File: src/rtl/vending_ctrl.sv
// Coin-operated vending controller: accumulates credit from two coin types,
// pulses a vend strobe on sale, and hands change or refunds to a dispenser.
module vending_ctrl #(
    parameter int CREDIT_W   = 4,
    parameter int PRICE      = 3,
    parameter int COIN_A_VAL = 1,
    parameter int COIN_B_VAL = 2
) (
    input  logic                clk,
    input  logic                rst,
    input  logic [1:0]          in,
    input  logic                cancel,
    input  logic                disp_ready,
    output logic                out,
    output logic [CREDIT_W-1:0] change,
    output logic                change_valid,
    output logic [CREDIT_W-1:0] credit,
    output logic                busy
);

    typedef enum logic [2:0] {
        IDLE    = 3'd0,
        COLLECT = 3'd1,
        VEND    = 3'd2,
        CHANGE  = 3'd3,
        REFUND  = 3'd4
    } state_t;

    localparam logic [CREDIT_W-1:0] PRICE_V  = CREDIT_W'(PRICE);
    localparam logic [CREDIT_W-1:0] COIN_A_V = CREDIT_W'(COIN_A_VAL);
    localparam logic [CREDIT_W-1:0] COIN_B_V = CREDIT_W'(COIN_B_VAL);

    state_t              state_q, state_d;
    logic [CREDIT_W-1:0] credit_q, credit_d;
    logic [CREDIT_W-1:0] change_q, change_d;
    logic [CREDIT_W-1:0] coin_val;
    logic                coin_ok;
    logic [CREDIT_W-1:0] sum;

    // Code 11 is reserved and decodes to "no coin" like 00.
    always_comb begin
        coin_val = '0;
        coin_ok  = 1'b0;
        case (in)
            2'b01: begin
                coin_val = COIN_A_V;
                coin_ok  = 1'b1;
            end
            2'b10: begin
                coin_val = COIN_B_V;
                coin_ok  = 1'b1;
            end
            default: ;
        endcase
    end

    assign sum = credit_q + coin_val;

    always_ff @(posedge clk) begin
        if (rst) begin
            state_q  <= IDLE;
            credit_q <= '0;
            change_q <= '0;
        end else begin
            state_q  <= state_d;
            credit_q <= credit_d;
            change_q <= change_d;
        end
    end

    // A coin arriving with cancel is folded into the refund so it is never lost.
    always_comb begin
        state_d  = state_q;
        credit_d = credit_q;
        change_d = change_q;
        case (state_q)
            IDLE: begin
                credit_d = '0;
                if (coin_ok) begin
                    if (cancel) begin
                        state_d  = REFUND;
                        change_d = coin_val;
                    end else begin
                        credit_d = coin_val;
                        state_d  = (coin_val >= PRICE_V) ? VEND : COLLECT;
                    end
                end
            end
            COLLECT: begin
                if (cancel) begin
                    state_d  = REFUND;
                    change_d = sum;
                    credit_d = '0;
                end else begin
                    credit_d = sum;
                    if (sum >= PRICE_V) begin
                        state_d = VEND;
                    end
                end
            end
            VEND: begin
                credit_d = '0;
                if (credit_q > PRICE_V) begin
                    state_d  = CHANGE;
                    change_d = credit_q - PRICE_V;
                end else begin
                    state_d = IDLE;
                end
            end
            CHANGE, REFUND: begin
                if (disp_ready) begin
                    state_d  = IDLE;
                    change_d = '0;
                end
            end
            default: begin
                state_d  = IDLE;
                credit_d = '0;
                change_d = '0;
            end
        endcase
    end

    assign out          = (state_q == VEND);
    assign change_valid = (state_q == CHANGE) || (state_q == REFUND);
    assign busy         = (state_q == VEND) || (state_q == CHANGE) || (state_q == REFUND);
    assign credit       = credit_q;
    assign change       = change_q;

endmodule

File: config.mk
export PLATFORM = sky130hd
export DESIGN_NAME = vending_ctrl
export DESIGN_NICKNAME = d
export VERILOG_FILES = /design/src/rtl/vending_ctrl.sv
export SDC_FILE = /design/constraint.sdc
export NUM_CORES = 1
export LEC_CHECK = 0
export ABC_AREA = 1
export CORE_UTILIZATION = 39
export DETAILED_ROUTE_END_ITERATION = 6
export HOLD_SLACK_MARGIN = 0.1
export PLACE_DENSITY = 0.72
export SYNTH_ARGS = -nofsm -noshare
export SYNTH_HDL_FRONTEND = slang
export SYNTH_SLANG_ARGS = --single-unit
export TNS_END_PERCENT = 1
File: constraint.sdc
create_clock -name clk -period 2.3 [get_ports clk]
set_input_delay 0.46 -clock clk [delete_from_list [all_inputs] [get_ports clk]]
set_output_delay 0.46 -clock clk [all_outputs]
set_load 0.02 [all_outputs]
==> summary.md <==
| Metric | Value |
|---|---|
| Yosys cell types | `24` |
| Pint | `0.589 mW` |
| DP Area | `1140 µm²` |
| Synth top area share | `24.7%` |
| CP Capture Type | `flop` |
| R2r setup slk | `0.57 ns` |
| TritonRoute pass-1 iters | `5` |
| DRT met1 WL | `957 µm` |
| Final setup viols | `0` |
| Reg-to-Reg Start | `credit[1]` |
| Layout area overhead | `33.9%` |
| Post-synth EDFFs | `0` |
| Max cap viols | `0` |
| HP Start | `change[1]` |
| Port Buffers | `16` |
| Most common cell in the synthesized netlist | `nand2_1` |
| Period Utilization, post-route | `between 90% and 100%` |
| Pre-CTS setup slack | `-0.292 ns` |
| Mean Syn Cell Area | `6.51 µm²` |
| Post-synth top cells | `nand2_1, nand3_1, inv_1, nor2_1, dfxtp_1` |
| FF-to-FF End | `state_q[1]` |
| Status | `finished clean` |
| Starting density of the core | `a little over two fifths` |
| Drt via density | `4.92` |
| Crit Path Class | `in -> reg` |
| Synthesized flop and latch total | `11` |
| Power Density | `slightly below 1000 nW/µm²` |
| Num CTS Buffers | `3` |
| Final Instance Area | `1190 µm²` |
| Pin count of the biggest net entering global routing | `10` |
| Crit path time final | `between 2 and 2.5 ns` |
| Clk_lat worst skew | `about 0.27 ns` |
| Sequential area share after synthesis | `24.7%` |
| Syn nets | `149` |
| Final wirelength | `around 2100 µm` |
| Clock sinks | `11` |
| Post-synthesis cell count | `137` |
| First-pass GRT wire length | `3570 µm` |
| Tightest Pin Transition | `0.445 ns` |
| DR WL met2 | `1070 µm` |
| Avg WL per Cell | `11.0 µm` |
| Clock transition at the registers of the reported paths | `0.07 ns` |
| DRC Markers | `0` |
| Max layer used | `met3` |
| P_sw | `roughly 0.58 mW` |
| Slew headroom | `70.3%` |
| Mapped Area | `just under 900 µm²` |
| Hold EP | `change[1]` |
| Leakage | `0.542 nW` |
| 1st-iter DRT viols | `12` |
| Combinational share of power | `about 64%` |
| CTS H-tree lvls | `1` |
| Max IR drop VDD | `0.000798 V` |
| Core area | `2060 µm²` |
| I/O Pins | `17` |
| Die ar. | `2480 µm²` |
| Vias | `940` |
| Ys async rst share | `0%` |
| Cell taking the most area after synthesis | `dfxtp_1` |
| Die W | `49.8 µm` |
| Final Hold Vio Count | `0` |
| Clock Skew | `0.00129 ns` |
| GR Util All Layers | `between 10% and 20%` |
| Critical path launch point type | `input pin` |
| Min-Delay Path Depth | `2` |
| Reg2Reg Depth | `11` |
| Final nets | `177` |
| Routed Antenna Nets | `0` |
| Post-CTS Setup Inserts | `0` |
| CTS root buf | `clkbuf_4` |
| Hold buffer count at cts | `0` |
| Remaining global-route overflow | `0` |
| FP Rows | `16` |
| Total chip power | `1.17 mW` |
| Die height | `49.8 µm` |
| ANT cells | `0` |
| Hold Crit Class | `reg -> reg` |
| Share of layout cells above drive strength 1 | `25.0%` |
| Number of global-route vias before repair | `approximately 870` |
| CTS tree | `done` |
| Clk pwr share | `approximately 11%` |
| Slew Limit Fails | `0` |
| Reg power frac | `24.7%` |
| Top cells by area, synth | `dfxtp_1, nand2_1, nand3_1` |
| Main synth FF type | `dfxtp_1` |
| Final GP Congestion | `about 0.84` |
| CP Data Required Time | `2.47 ns` |
| Initial antenna violation count | `0` |
| DP Wirelength | `1700 µm` |
| Fin worst setup slack | `0.0910 ns` |
| Clock buffer depth | `2` |
| Metal3 WL | `74 µm` |
| Ys Warns | `0` |
| CP Max Fanout | `3` |
| Post-route core utilization | `57.9%` |
| Sw Share | `49.6%` |
| Critical Path AT | `2.38 ns` |
| Max Freq | `0.453 GHz` |
-- worst max-delay path, stage by stage --
cell             delay (ns)
clkdlybuf4s50_1        0.44
buf_4                  0.15
ha_1                   0.21
ha_2                   0.20
ha_4                   0.24
a21oi_2                0.11
nand2_1                0.07
nor2_2                 0.12
nand3_2                0.09
nand2_2                0.09
inv_2                  0.04
nor2_1                 0.08
nor2_1                 0.05
-- metrics by stage --
stage | hold slack, ns | TNS (ns) | cells
finish | 0.464 | 0 | 191
global route | 0.498 | -0.0477 | 191
global placement | 0.456 | -0.697 | 187
CTS | 0.468 | 0 | 191
floorplan | 0.518 | 0 | 137
detailed placement | 0.457 | -1.02 | 187
-- cell type report --
cell class,instances,area (µm²)
Inverter,19,71.3
Multi-Input combinational cell,105,616
Fill cell,209,867
Timing Repair Buffer,25,228
Tap cell,27,33.8
Clock buffer,4,26.3
Sequential cell,11,220
-- registers in the layout, indices dropped and copies added, names as in the netlist --
signal   flops
change       4
state_q      3
credit       4
-- layer usage --
metal  track usage, %  vias to the layer above
met5                0                        -
met4             2.86                        0
met3             6.48                        0
met2             33.3                       26
met1             22.5                      422
li1                 -                      492
-- cells in the final DEF (no fill, tap or decap) --
cell / instances
a21oi_1: 7
a21oi_2: 5
a31oi_1: 1
and2_4: 1
buf_4: 9
clkbuf_1: 1
clkbuf_4: 3
clkdlybuf4s50_1: 16
dfxtp_1: 11
ha_1: 3
ha_2: 2
ha_4: 1
inv_1: 14
inv_2: 5
nand2_1: 34
nand2_2: 6
nand2_4: 2
nand3_1: 19
nand3_2: 2
nand4_1: 1
nor2_1: 12
nor2_2: 2
nor2_4: 2
nor3_1: 1
o21ai_0: 1
o21ai_1: 1
o21ai_4: 1
xor2_1: 1
-- kinds of logic (layout without fill, tap and decap cells) --
group | after synthesis | after routing | synth area share, %
flops | 11 | 11 | 24.7
compound gates | 16 | 16 | 12.1
xor+xnor | 1 | 1 | 0.982
simple gates | 82 | 82 | 44.6
fa+ha+maj | 6 | 6 | 8.41
buf+inv | 21 | 48 | 9.26
-- worst max path at each step --
stage	start	endpoint	slack, ns	depth (start not counted)
3_5_place_dp	in[0]	state_q[1]	-0.29	15
4_1_cts	in[0]	state_q[1]	0.02	15
6_report	in[0]	state_q[1]	0.09	13
3_3_place_gp	in[0]	state_q[1]	-0.20	15
5_1_grt	in[0]	state_q[1]	-0.02	17
2_1_floorplan	in[0]	state_q[1]	0.34	14
-- power by group through the flow --
| stage | sequential [mW] | clock, mW | combinational [mW] |
|---|---|---|---|
| 2_1_floorplan | 0.308 | 0 | 0.498 |
| 3_3_place_gp | 0.288 | 0 | 0.719 |
| 3_5_place_dp | 0.292 | 0 | 0.737 |
| 4_1_cts | 0.288 | 0.134 | 0.741 |
| 5_1_grt | 0.293 | 0.148 | 0.822 |
| 6_report | 0.288 | 0.130 | 0.749 |
-- what timing repair did --
item | CTS | global route
setup endpoints to repair | 1 | 4
pin swaps | 1 | 5
gates cloned | 0 | 0
resized for setup | 1 | 5
Power figures use the tool's default switching activity.
